**config.mk**
```make
export PLATFORM = sky130hd
export DESIGN_NAME = rom_reader
export DESIGN_NICKNAME = d
export VERILOG_FILES = /design/src/rtl/rom_reader.sv
export SDC_FILE = /design/constraint.sdc
export NUM_CORES = 1
export LEC_CHECK = 0
export ABC_AREA = 1
export BUFFER_PORTS_ARGS = -buffer_cell sky130_fd_sc_hd__buf_4
export CAP_MARGIN = 20
export CORE_ASPECT_RATIO = 1.5
export CORE_MARGIN = 4
export CORE_UTILIZATION = 40
export CTS_BUF_LIST = sky130_fd_sc_hd__clkbuf_4 sky130_fd_sc_hd__clkbuf_8
export CTS_CLUSTER_SIZE = 30
export DETAILED_ROUTE_END_ITERATION = 8
export PLACE_DENSITY = 0.74
export RECOVER_POWER = 50
export REMOVE_ABC_BUFFERS = 1
export SYNTH_ARGS = -nofsm -noshare
export SYNTH_HDL_FRONTEND = slang
export SYNTH_SLANG_ARGS = --single-unit
```
**constraint.sdc**
```tcl
create_clock -name clk -period 1.96 [get_ports clk]
set_input_delay 0.098 -clock clk [delete_from_list [all_inputs] [get_ports clk]]
set_output_delay 0.098 -clock clk [all_outputs]
set_load 0.1 [all_outputs]
```
**src/rtl/rom_reader.sv**
```systemverilog
// Burst sequencer for an asynchronous ROM: drives address/OE, waits a settle
// time, captures each word and hands it downstream over valid/ready.
module rom_reader #(
  parameter int ADDR_W        = 4,
  parameter int DATA_W        = 8,
  parameter int SETTLE_CYCLES = 1
) (
  input  logic              clk,
  input  logic              rst,
  input  logic              start,
  input  logic [ADDR_W-1:0] start_addr,
  input  logic [ADDR_W:0]   count,
  output logic              busy,
  output logic              done,
  output logic [ADDR_W-1:0] rom_addr,
  output logic              rom_oeb,
  input  logic [DATA_W-1:0] rom_data,
  output logic [DATA_W-1:0] out_data,
  output logic              out_valid,
  input  logic              out_ready
);

  typedef enum logic [1:0] {IDLE, SETTLE, HOLD} state_t;

  localparam logic [3:0]      SETTLE_LOAD = 4'(SETTLE_CYCLES);
  localparam logic [ADDR_W:0] MAX_WORDS   = (ADDR_W+1)'(2**ADDR_W);

  state_t              state_q, state_d;
  logic [ADDR_W:0]     rem_q, rem_d;
  logic [3:0]          settle_q, settle_d;
  logic [ADDR_W-1:0]   rom_addr_q, rom_addr_d;
  logic                rom_oeb_q, rom_oeb_d;
  logic                busy_q, busy_d;
  logic                done_q, done_d;
  logic [DATA_W-1:0]   out_data_q, out_data_d;
  logic                out_valid_q, out_valid_d;

  always_ff @(posedge clk or posedge rst) begin
    if (rst) begin
      state_q     <= IDLE;
      rem_q       <= '0;
      settle_q    <= '0;
      rom_addr_q  <= '0;
      rom_oeb_q   <= 1'b1;
      busy_q      <= 1'b0;
      done_q      <= 1'b0;
      out_data_q  <= '0;
      out_valid_q <= 1'b0;
    end else begin
      state_q     <= state_d;
      rem_q       <= rem_d;
      settle_q    <= settle_d;
      rom_addr_q  <= rom_addr_d;
      rom_oeb_q   <= rom_oeb_d;
      busy_q      <= busy_d;
      done_q      <= done_d;
      out_data_q  <= out_data_d;
      out_valid_q <= out_valid_d;
    end
  end

  always_comb begin
    state_d     = state_q;
    rem_d       = rem_q;
    settle_d    = settle_q;
    rom_addr_d  = rom_addr_q;
    rom_oeb_d   = rom_oeb_q;
    busy_d      = busy_q;
    done_d      = 1'b0;
    out_data_d  = out_data_q;
    out_valid_d = out_valid_q;

    unique case (state_q)
      IDLE: begin
        if (start) begin
          if (count != '0) begin
            rom_addr_d = start_addr;
            rom_oeb_d  = 1'b0;
            busy_d     = 1'b1;
            rem_d      = (count > MAX_WORDS) ? MAX_WORDS : count;
            settle_d   = SETTLE_LOAD;
            state_d    = SETTLE;
          end else begin
            done_d = 1'b1;
          end
        end
      end
      // Capture happens on the edge after the counter has hit zero, so the
      // word is sampled SETTLE_CYCLES+1 edges after the address moved.
      SETTLE: begin
        if (settle_q == '0) begin
          out_data_d  = rom_data;
          out_valid_d = 1'b1;
          state_d     = HOLD;
        end else begin
          settle_d = settle_q - 4'd1;
        end
      end
      HOLD: begin
        if (out_ready) begin
          out_valid_d = 1'b0;
          rem_d       = rem_q - (ADDR_W+1)'(1);
          if (rem_q == (ADDR_W+1)'(1)) begin
            rom_oeb_d = 1'b1;
            busy_d    = 1'b0;
            done_d    = 1'b1;
            state_d   = IDLE;
          end else begin
            rom_addr_d = rom_addr_q + ADDR_W'(1);
            settle_d   = SETTLE_LOAD;
            state_d    = SETTLE;
          end
        end
      end
      default: state_d = IDLE;
    endcase
  end

  assign busy      = busy_q;
  assign done      = done_q;
  assign rom_addr  = rom_addr_q;
  assign rom_oeb   = rom_oeb_q;
  assign out_data  = out_data_q;
  assign out_valid = out_valid_q;

endmodule

```
==> results of run 1 <==
-- logic make-up (layout without fill, tap and decap cells) --
| family | count (synthesis) | count (layout) | synth area share |
|---|---|---|---|
| AO/OA/AOI/OAI | 12 | 12 | 0.04160 |
| XOR/XNOR | 1 | 1 | 0.005825 |
| adder cells (fa/ha/maj) | 4 | 4 | 0.03328 |
| buffers and inverters | 23 | 65 | 0.06905 |
| multiplexers | 8 | 8 | 0.05990 |
| flip-flops | 27 | 27 | 0.4501 |
| AND/OR/NAND/NOR | 110 | 110 | 0.3403 |
-- layout make-up --
type	instances	area share
clock buffer	4	0.02660
inverter	21	0.04434
tap	43	0.02933
timing repair buffer	40	0.1364
sequential	27	0.3690
multi-input combinational	135	0.3943
-- sequential cells by signal, indices dropped and copies added, names as in the netlist --
name / cells
out_data: 8
out_valid: 1
settle_q: 4
done: 1
rom_oeb: 1
rem_q: 5
busy: 1
rom_addr: 4
state_q: 2
-- through the flow --
step / hold WS [ns] / std cells / instance area, um^2 / setup WS (ns)
after floorplan: 0.1500 / 183 / 1481 / 0.2662
after global placement: 0.2288 / 265 / 1828 / 0.4898
after detailed placement: 0.2260 / 265 / 1828 / 0.4525
after CTS: 0.02169 / 270 / 1887 / 0.4496
after global routing: 0.03518 / 270 / 1834 / 0.2631
final: 0.02479 / 270 / 1834 / 0.3379
-- worst paths after layout --
kind | start | to | slack, ns | cells past startpoint
max | busy | busy | 0.34 | 1
min reg2reg | rom_oeb | rom_oeb | 0.48 | 2
max reg2reg | rem_q[1] | busy | 0.45 | 9
max in group asynchronous | rst | rom_addr[1] | 0.53 | 4
min in group asynchronous | rst | out_data[6] | 0.46 | 3
min | rom_data[2] | out_data[2] | 0.02 | 2
-- cells in the mapped netlist --
library cell / instances
sky130_fd_sc_hd__nor3_1: 1
sky130_fd_sc_hd__o21ai_1: 3
sky130_fd_sc_hd__nand3_1: 15
sky130_fd_sc_hd__nor2_2: 2
sky130_fd_sc_hd__dfrtp_1: 26
sky130_fd_sc_hd__mux2_1: 7
sky130_fd_sc_hd__o21ai_0: 6
sky130_fd_sc_hd__inv_2: 1
sky130_fd_sc_hd__mux2_2: 1
sky130_fd_sc_hd__nand3_2: 3
sky130_fd_sc_hd__a22oi_1: 1
sky130_fd_sc_hd__nand2_1: 62
sky130_fd_sc_hd__buf_6: 2
sky130_fd_sc_hd__nor2_1: 13
sky130_fd_sc_hd__nand4_1: 8
sky130_fd_sc_hd__ha_1: 4
sky130_fd_sc_hd__nand2_2: 3
sky130_fd_sc_hd__dfstp_2: 1
sky130_fd_sc_hd__nor2_8: 1
sky130_fd_sc_hd__xnor2_1: 1
sky130_fd_sc_hd__inv_4: 1
sky130_fd_sc_hd__a21oi_1: 2
sky130_fd_sc_hd__nor3b_1: 1
sky130_fd_sc_hd__nor2_4: 1
sky130_fd_sc_hd__inv_1: 19
-- routing by layer --
metal | vias to the layer above | wire (um) | GRT usage
li1 | 682 | - | -
met1 | 622 | 1328 | 0.1583
met2 | 36 | 1729 | 0.2634
met3 | 9 | 155 | 0.01866
met4 | 0 | 99 | 0.09494
met5 | - | 0 | 0
-- timing repair --
action	4_1_cts	5_1_grt
resized for setup	0	0
endpoints found under the hold margin	15	0
hold buffers	1	0
buffers inserted	0	0
-- placed cells by master, fill, tap and decap left out, types with 4 or more instances in the layout --
cell	count
sky130_fd_sc_hd__buf_4	23
sky130_fd_sc_hd__clkbuf_1	12
sky130_fd_sc_hd__dfrtp_1	26
sky130_fd_sc_hd__ha_1	4
sky130_fd_sc_hd__inv_1	19
sky130_fd_sc_hd__mux2_1	7
sky130_fd_sc_hd__nand2_1	62
sky130_fd_sc_hd__nand3_1	15
sky130_fd_sc_hd__nand4_1	8
sky130_fd_sc_hd__nor2_1	13
sky130_fd_sc_hd__o21ai_0	6
==> impl_summary.txt, run 1 <==
----------------------------------------------------
[Placement]
  Final HPWL DP ... 2587 um
  Last weighted congestion value of the routability-driven placer ... 0.9013
  Number of port buffers ... 36

[Yosys]
  Synth top area share ... 0.4326
  Post-Syn Area per Cell ... 8.129 um^2
  Post-synthesis cell count ... 185
  Cell area after synthesis ... 1504 um^2
  Number of storage elements in the synthesis netlist ... 27
  Cell types occupying the most area after synthesis ... sky130_fd_sc_hd__dfrtp_1 (43%), sky130_fd_sc_hd__nand2_1 (15%), sky130_fd_sc_hd__mux2_1 (5.2%)
  Share of synthesized area occupied by flip-flops and latches ... 0.4501
  Number of distinct library cell variants in the gate-level netlist after synthesis ... 25
  YS warnings ... 0
  Largest area contributor in the netlist ... sky130_fd_sc_hd__dfrtp_1

[Final layout]
  End-of-flow core utilization ... 0.5027
  Antenna diodes ... 0
  Proportion of layout cells with a drive suffix above 1 ... 0.1982
  Filler cells ... 378
  Synth-to-layout area growth ... 21.96%
  Area of combinational cells with multiple inputs ... 723.2 um^2
  Final net count ... 253
  Storage element area ... 676.9 um^2

[STA]
  Highest clock rate ... 0.6165 GHz
  Final sum of negative setup slack ... 0 ns
  Max-slew headroom ... 0.2190
  Clock skew after layout ... 0.004220 ns
  Final Hold Vio Count ... 0
  Final period utilization ... 0.8276
  Setup violations, final ... 0
  Max-slew violation count ... 0
  Pin slew with the least headroom to its limit ... 1.177 ns
  Period minus WS final ... 1.622 ns
  Unrepaired setup endpoints after global routing ... no

[Clocking]
  Skew-Pair Late Insertion Delay ... 0.28 ns
  Clock H-tree levels ... 1
  Number of sinks driven by the clock tree ... 27
  Clock tree from TritonCTS ... yes
  TritonCTS Buffers ... 3
  Buffer cell driving the clock tree root ... sky130_fd_sc_hd__clkbuf_8
  CTS Buffer Depth ... 2
  Clock edge transition at the registers on the reported setup and hold paths ... 0.09 ns

[Die]
  Die height ... 83.10 um
  Number of placement rows ... 27
  DIE WIDTH ... 58.07 um
  Core outline area ... 3649 um^2
  DIE AREA ... 4825 um^2
  Number of top-level pins ... 37
  Initial cell density of the core ... 0.4122

[Status]
  Outcome ... completed

[Routing]
  Routed len/inst ... 12.26 um
  First-iteration detailed-routing DRC count ... 24
  Number of optimization iterations in the first detailed-route pass ... 4
  Detailed-route DRC error count ... 0
  Total detailed-routing wirelength ... 3311 um
  Final ANT Viol Nets ... 0
  Vias per std cell ... 4.996
  Routed via count ... 1349

[Setup path]
  Required arrival time at the worst endpoint ... 1.86 ns
  Slowest cell on the critical path ... sky130_fd_sc_hd__clkbuf_1
  Arrival time of data at the critical path endpoint ... 1.52 ns
  Class of the most critical setup path ... reg -> out
  Ordered cell list for the critical path ... clkbuf_1
  Capturing element type of the critical path ... primary output
  Largest fanout on the critical path ... 2
  Top Family by Delay on Critical Path ... buffers and inverters
  Buffers plus inverters on the worst setup path ... 1
  Startpoint type of the worst setup path ... register
  Highest cell delay on the worst timing path ... 0.87 ns

[GRT]
  Total global routing overflow ... 0
  Vias in the first global route ... 1353
  Pin count of the biggest net entering global routing ... 18
  First-pass GRT wire length ... 5602 um
  Overall routing resource usage ... 0.1486
  Initial antenna violation count ... 0

[Min path]
  Class of the tightest hold or removal check ... in -> reg

[Job]
  Number of max-cap violations ... 0

----------------------------------------------------
Power of run 1 is not shown: default switching activity piles up to over one toggle a cycle in this logic, so the estimate is an artifact.
==> run 2, diff against run 1 <==
==> constraint.sdc (replaced) <==
create_clock -name clk -period 1.52 [get_ports clk]
set_input_delay 0.076 -clock clk [delete_from_list [all_inputs] [get_ports clk]]
set_output_delay 0.076 -clock clk [all_outputs]
set_load 0.1 [all_outputs]
==> impl_summary.txt, run 2 (synthesized netlist as in run 1, its figures left out) <==
----------------------------------------------------
[Status]
  Outcome ... completed

[Clocking]
  Skew-Pair Late Insertion Delay ... 0.28 ns
  Clock tree from TritonCTS ... yes
  Number of sinks driven by the clock tree ... 27
  CTS Buffer Depth ... 2
  Clock edge transition at the registers on the reported setup and hold paths ... 0.09 ns
  Buffer cell driving the clock tree root ... sky130_fd_sc_hd__clkbuf_8
  TritonCTS Buffers ... 3
  Clock H-tree levels ... 1

[GRT]
  Initial antenna violation count ... 0
  Pin count of the biggest net entering global routing ... 28
  First-pass GRT wire length ... 5658 um
  Overall routing resource usage ... 0.1471
  Total global routing overflow ... 0
  Vias in the first global route ... 1317

[STA]
  Max-slew violation count ... 0
  Clock skew after layout ... 0.002166 ns
  Setup violations, final ... 0
  Unrepaired setup endpoints after global routing ... no
  Final Hold Vio Count ... 0
  Final sum of negative setup slack ... 0 ns
  Max-slew headroom ... 0.5754
  Pin slew with the least headroom to its limit ... 0.6370 ns
  Final period utilization ... 0.9303
  Highest clock rate ... 0.7072 GHz
  Final worst-path setup slack ... 0.1060 ns
  Period minus WS final ... 1.414 ns

[Routing]
  Routed len/inst ... 12.02 um
  First-iteration detailed-routing DRC count ... 59
  Routed via count ... 1330
  Detailed-route DRC error count ... 0
  Total detailed-routing wirelength ... 3282 um
  Final ANT Viol Nets ... 0
  Vias per std cell ... 4.872
  Number of optimization iterations in the first detailed-route pass ... 4

[Final layout]
  Largest register FFs ... 8
  Antenna diodes ... 0
  Most used cells in the layout excluding fill and tap cells ... sky130_fd_sc_hd__nand2_1 (61), sky130_fd_sc_hd__buf_4 (33), sky130_fd_sc_hd__dfrtp_1 (25)
  Most frequent standard cell in the layout excluding fill and tap cells ... sky130_fd_sc_hd__nand2_1
  Non-Filler Instances ... 273
  Proportion of layout cells with a drive suffix above 1 ... 0.2913
  Filler cells ... 347
  Finished Cell Area ... 1914 um^2
  Synth-to-layout area growth ... 27.29%
  Final net count ... 256

[Setup path]
  Reg2Reg Depth ... 5
  Capturing element type of the critical path ... register
  Class of the most critical setup path ... reg -> reg
  Arrival time of data at the critical path endpoint ... 1.58 ns
  Endpoint of the worst-slack reg-to-reg timing path ... out_data[7]
  Worst R2R Start ... state_q[0]
  Largest fanout on the critical path ... 6
  Reg2reg setup slack ... 0.11 ns
  Startpoint type of the worst setup path ... register
  Required arrival time at the worst endpoint ... 1.69 ns

[Die]
  Die height ... 83.10 um
  Number of top-level pins ... 37
  DIE AREA ... 4825 um^2
  Number of placement rows ... 27
  DIE WIDTH ... 58.07 um
  Core outline area ... 3649 um^2
  Initial cell density of the core ... 0.4122

[Min path]
  Class of the tightest hold or removal check ... in -> reg
  Min-Delay Startpoint ... rom_data[6]
  Hold endpoint ... out_data[6]
  Hold Path Cell Cnt ... 2

[Placement]
  Placed cell areas ... 1863 um^2
  Final HPWL DP ... 2578 um
  Number of port buffers ... 36
  Placement-stage worst setup slack ... 0.06877 ns
  Placed Cells incl. Taps ... 268
  Last weighted congestion value of the routability-driven placer ... 0.7732

[Job]
  Number of max-cap violations ... 0

----------------------------------------------------
==> run 2: changes by cell type in the layout (fill, tap and decap cells not counted), moves of 2 or more <==
cell                       delta
sky130_fd_sc_hd__inv_2        +2
sky130_fd_sc_hd__inv_1        -2
sky130_fd_sc_hd__buf_4       +10
sky130_fd_sc_hd__clkbuf_1    -12
sky130_fd_sc_hd__clkbuf_2     +4
==> run 2: final cells by class <==
class,instances,area (um^2),share of cell area
multi-input combinational,135,743.2,0.3882
sequential,27,678.2,0.3542
timing repair buffer,43,311.5,0.1627
inverter,21,81.33,0.04248
tap,43,53.80,0.02810
clock buffer,3,41.29,0.02157
clock inverter,1,5.005,0.002614
==> run 2: how the worst max path moves through the flow <==
stage	startpoint	end	slack [ns]	depth (start not counted)
6_report	state_q[0]	out_data[7]	0.11	5
4_1_cts	settle_q[0]	out_data[7]	0.05	5
5_1_grt	state_q[0]	out_data[0]	0.003	5
2_1_floorplan	rom_addr[0]	rom_addr[2]	-0.17	6
3_5_place_dp	settle_q[0]	out_data[3]	0.07	5
3_3_place_gp	settle_q[0]	out_data[6]	0.09	5
==> run 2: critical path: stages, from the launching register on <==
cell                      delay, ns
sky130_fd_sc_hd__dfrtp_1       0.44
sky130_fd_sc_hd__inv_2         0.10
sky130_fd_sc_hd__nor2_2        0.15
sky130_fd_sc_hd__nand3_1       0.12
sky130_fd_sc_hd__buf_4         0.18
sky130_fd_sc_hd__mux2_1        0.31
==> run 2: timing repair <==
| action | in CTS | in global routing |
|---|---|---|
| endpoints found under the setup margin | 0 | 21 |
| gates resized for setup | 0 | 9 |
| buffers inserted | 0 | 0 |
| endpoints found under the hold margin | 26 | 0 |
| hold buffers | 1 | 0 |
==> run 2: stage by stage <==
step / hold WS [ns] / util
global placement: 0.1297 / 0.5106
finish: 0.002004 / 0.5247
CTS: 0.002300 / 0.5261
detailed placement: 0.1288 / 0.5106
global route: 0.009127 / 0.5247
floorplan: 0.1280 / -
==> run 2: metal layers <==
metal / global-route usage / routed length, um / vias to the layer above
li1: - / - / 689
met1: 0.1754 / 1307 / 599
met2: 0.2541 / 1730 / 37
met3: 0.02488 / 189 / 5
met4: 0.05907 / 55 / 0
met5: 0 / 0 / -
Power of run 2 is left out for the same reason.
==> run 3, diff against run 2 <==
--- a/config.mk
+++ b/config.mk
@@ -14,9 +14,12 @@
 export CTS_BUF_LIST = sky130_fd_sc_hd__clkbuf_4 sky130_fd_sc_hd__clkbuf_8
 export CTS_CLUSTER_SIZE = 30
 export DETAILED_ROUTE_END_ITERATION = 8
+export GPL_TIMING_DRIVEN = 0
 export PLACE_DENSITY = 0.74
 export RECOVER_POWER = 50
 export REMOVE_ABC_BUFFERS = 1
+export SKIP_LAST_GASP = 1
 export SYNTH_ARGS = -nofsm -noshare
 export SYNTH_HDL_FRONTEND = slang
 export SYNTH_SLANG_ARGS = --single-unit
+export TNS_END_PERCENT = 100
==> impl_summary.txt, run 3 (synthesized netlist as in run 1, its figures left out) <==
----------------------------------------------------
[Status]
  Outcome ... completed

[GRT]
  First-pass GRT wire length ... 5437 um
  Overall routing resource usage ... 0.1389
  Vias in the first global route ... 1349
  Total global routing overflow ... 0
  Initial antenna violation count ... 0
  Pin count of the biggest net entering global routing ... 28

[Routing]
  Number of optimization iterations in the first detailed-route pass ... 4
  Detailed-route DRC error count ... 0
  Final ANT Viol Nets ... 0
  Vias per std cell ... 5.022
  Routed via count ... 1351
  First-iteration detailed-routing DRC count ... 44
  Total detailed-routing wirelength ... 3138 um
  Routed len/inst ... 11.67 um

[Die]
  Number of placement rows ... 27
  DIE WIDTH ... 58.07 um
  DIE AREA ... 4825 um^2
  Core outline area ... 3649 um^2
  Initial cell density of the core ... 0.4122
  Die height ... 83.10 um
  Number of top-level pins ... 37

[Clocking]
  Clock edge transition at the registers on the reported setup and hold paths ... 0.09 ns
  Clock tree from TritonCTS ... yes
  CTS Buffer Depth ... 2
  Skew-Pair Late Insertion Delay ... 0.27 ns
  Number of sinks driven by the clock tree ... 27
  Clock H-tree levels ... 1
  Buffer cell driving the clock tree root ... sky130_fd_sc_hd__clkbuf_8
  TritonCTS Buffers ... 3

[STA]
  Final worst-path setup slack ... 0.1053 ns
  Pin slew with the least headroom to its limit ... 0.5695 ns
  Period minus WS final ... 1.415 ns
  Final period utilization ... 0.9307
  Highest clock rate ... 0.7069 GHz
  Max-slew headroom ... 0.6204
  Unrepaired setup endpoints after global routing ... no
  Setup violations, final ... 0
  Max-slew violation count ... 0
  Clock skew after layout ... 0.005029 ns
  Final Hold Vio Count ... 0

[Placement]
  Final HPWL DP ... 2379 um
  Placement-stage worst setup slack ... -0.2231 ns
  Number of port buffers ... 36
  Placed cell areas ... 1805 um^2
  Last weighted congestion value of the routability-driven placer ... 0.8514

[Final layout]
  Most used cells in the layout excluding fill and tap cells ... sky130_fd_sc_hd__nand2_1 (62), sky130_fd_sc_hd__buf_4 (29), sky130_fd_sc_hd__dfrtp_1 (25)
  Filler cells ... 346
  Most frequent standard cell in the layout excluding fill and tap cells ... sky130_fd_sc_hd__nand2_1
  Antenna diodes ... 0
  Largest register FFs ... 8
  Final net count ... 252
  Proportion of layout cells with a drive suffix above 1 ... 0.2743
  Synth-to-layout area growth ... 27.37%
  Finished Cell Area ... 1916 um^2

[Setup path]
  Class of the most critical setup path ... reg -> reg
  Required arrival time at the worst endpoint ... 1.73 ns
  Arrival time of data at the critical path endpoint ... 1.62 ns
  Startpoint type of the worst setup path ... register
  Largest fanout on the critical path ... 9
  Capturing element type of the critical path ... register

[Min path]
  Class of the tightest hold or removal check ... in -> reg

[Job]
  Number of max-cap violations ... 0

----------------------------------------------------
-- run 3: cell count changes in the layout (fill, tap and decap cells not counted), sizes merged --
cell / delta
buf: -4
-- run 3: critical path, stage by stage (launching register included) --
cell	delay [ns]
sky130_fd_sc_hd__dfrtp_1	0.48
sky130_fd_sc_hd__nor2_2	0.18
sky130_fd_sc_hd__nand2_1	0.11
sky130_fd_sc_hd__nor2_4	0.23
sky130_fd_sc_hd__nor2_8	0.08
sky130_fd_sc_hd__nand2_2	0.13
sky130_fd_sc_hd__nand2_1	0.06
sky130_fd_sc_hd__o21ai_1	0.07
-- run 3: layout make-up --
cell class | count | area (um^2) | area share
flip-flops and latches | 27 | 678.2 | 0.3540
inverters | 21 | 86.33 | 0.04507
repair buffers | 39 | 290.3 | 0.1515
multi-input cells | 135 | 760.7 | 0.3971
clock buffers | 3 | 41.29 | 0.02155
clock inverters | 1 | 5.005 | 0.002613
well taps | 43 | 53.80 | 0.02809
-- run 3: final timing paths --
kind / from / endpoint / slack (ns) / cells past startpoint
setup reg to reg: state_q[1] / rem_q[1] / 0.11 / 7
max in group asynchronous: rst / rem_q[3] / 0.51 / 4
setup / recovery: state_q[1] / rem_q[1] / 0.11 / 7
hold reg to reg: rom_oeb / rom_oeb / 0.47 / 2
hold / removal: rom_data[6] / out_data[6] / 0.007 / 2
min in group asynchronous: rst / state_q[1] / 0.24 / 3
-- run 3: through the flow --
| stage | util | hold WS [ns] | setup TNS, ns | instances |
|---|---|---|---|---|
| finish | 0.5250 | 0.006910 | 0 | 269 |
| global route | 0.5250 | 0.005018 | 0 | 269 |
| CTS | 0.5151 | 0.003306 | 0 | 266 |
| detailed placement | 0.4949 | 0.2950 | -2.856 | 262 |
| global placement | 0.4949 | 0.2895 | -2.364 | 262 |
| floorplan | - | 0.1280 | -0.3193 | 183 |
-- run 3: repair_timing --
| item | in CTS | in global routing |
|---|---|---|
| hold endpoints to repair | 0 | 3 |
| gates resized for setup | 5 | 6 |
| hold buffers | 0 | 1 |
| setup buffers | 0 | 1 |
| setup endpoints to repair | 20 | 20 |
| gates cloned | 0 | 0 |
-- run 3: layer usage --
metal  GRT usage  vias up  wire length, um  part of all wire
met3     0.02022        5              142             0.045
met1      0.1524      632             1259              0.40
li1            -      681                -                 -
met5           0        -                0                 0
met4     0.06540        0               48             0.015
met2      0.2510       33             1688              0.54
Power of run 3 is left out for the same reason.
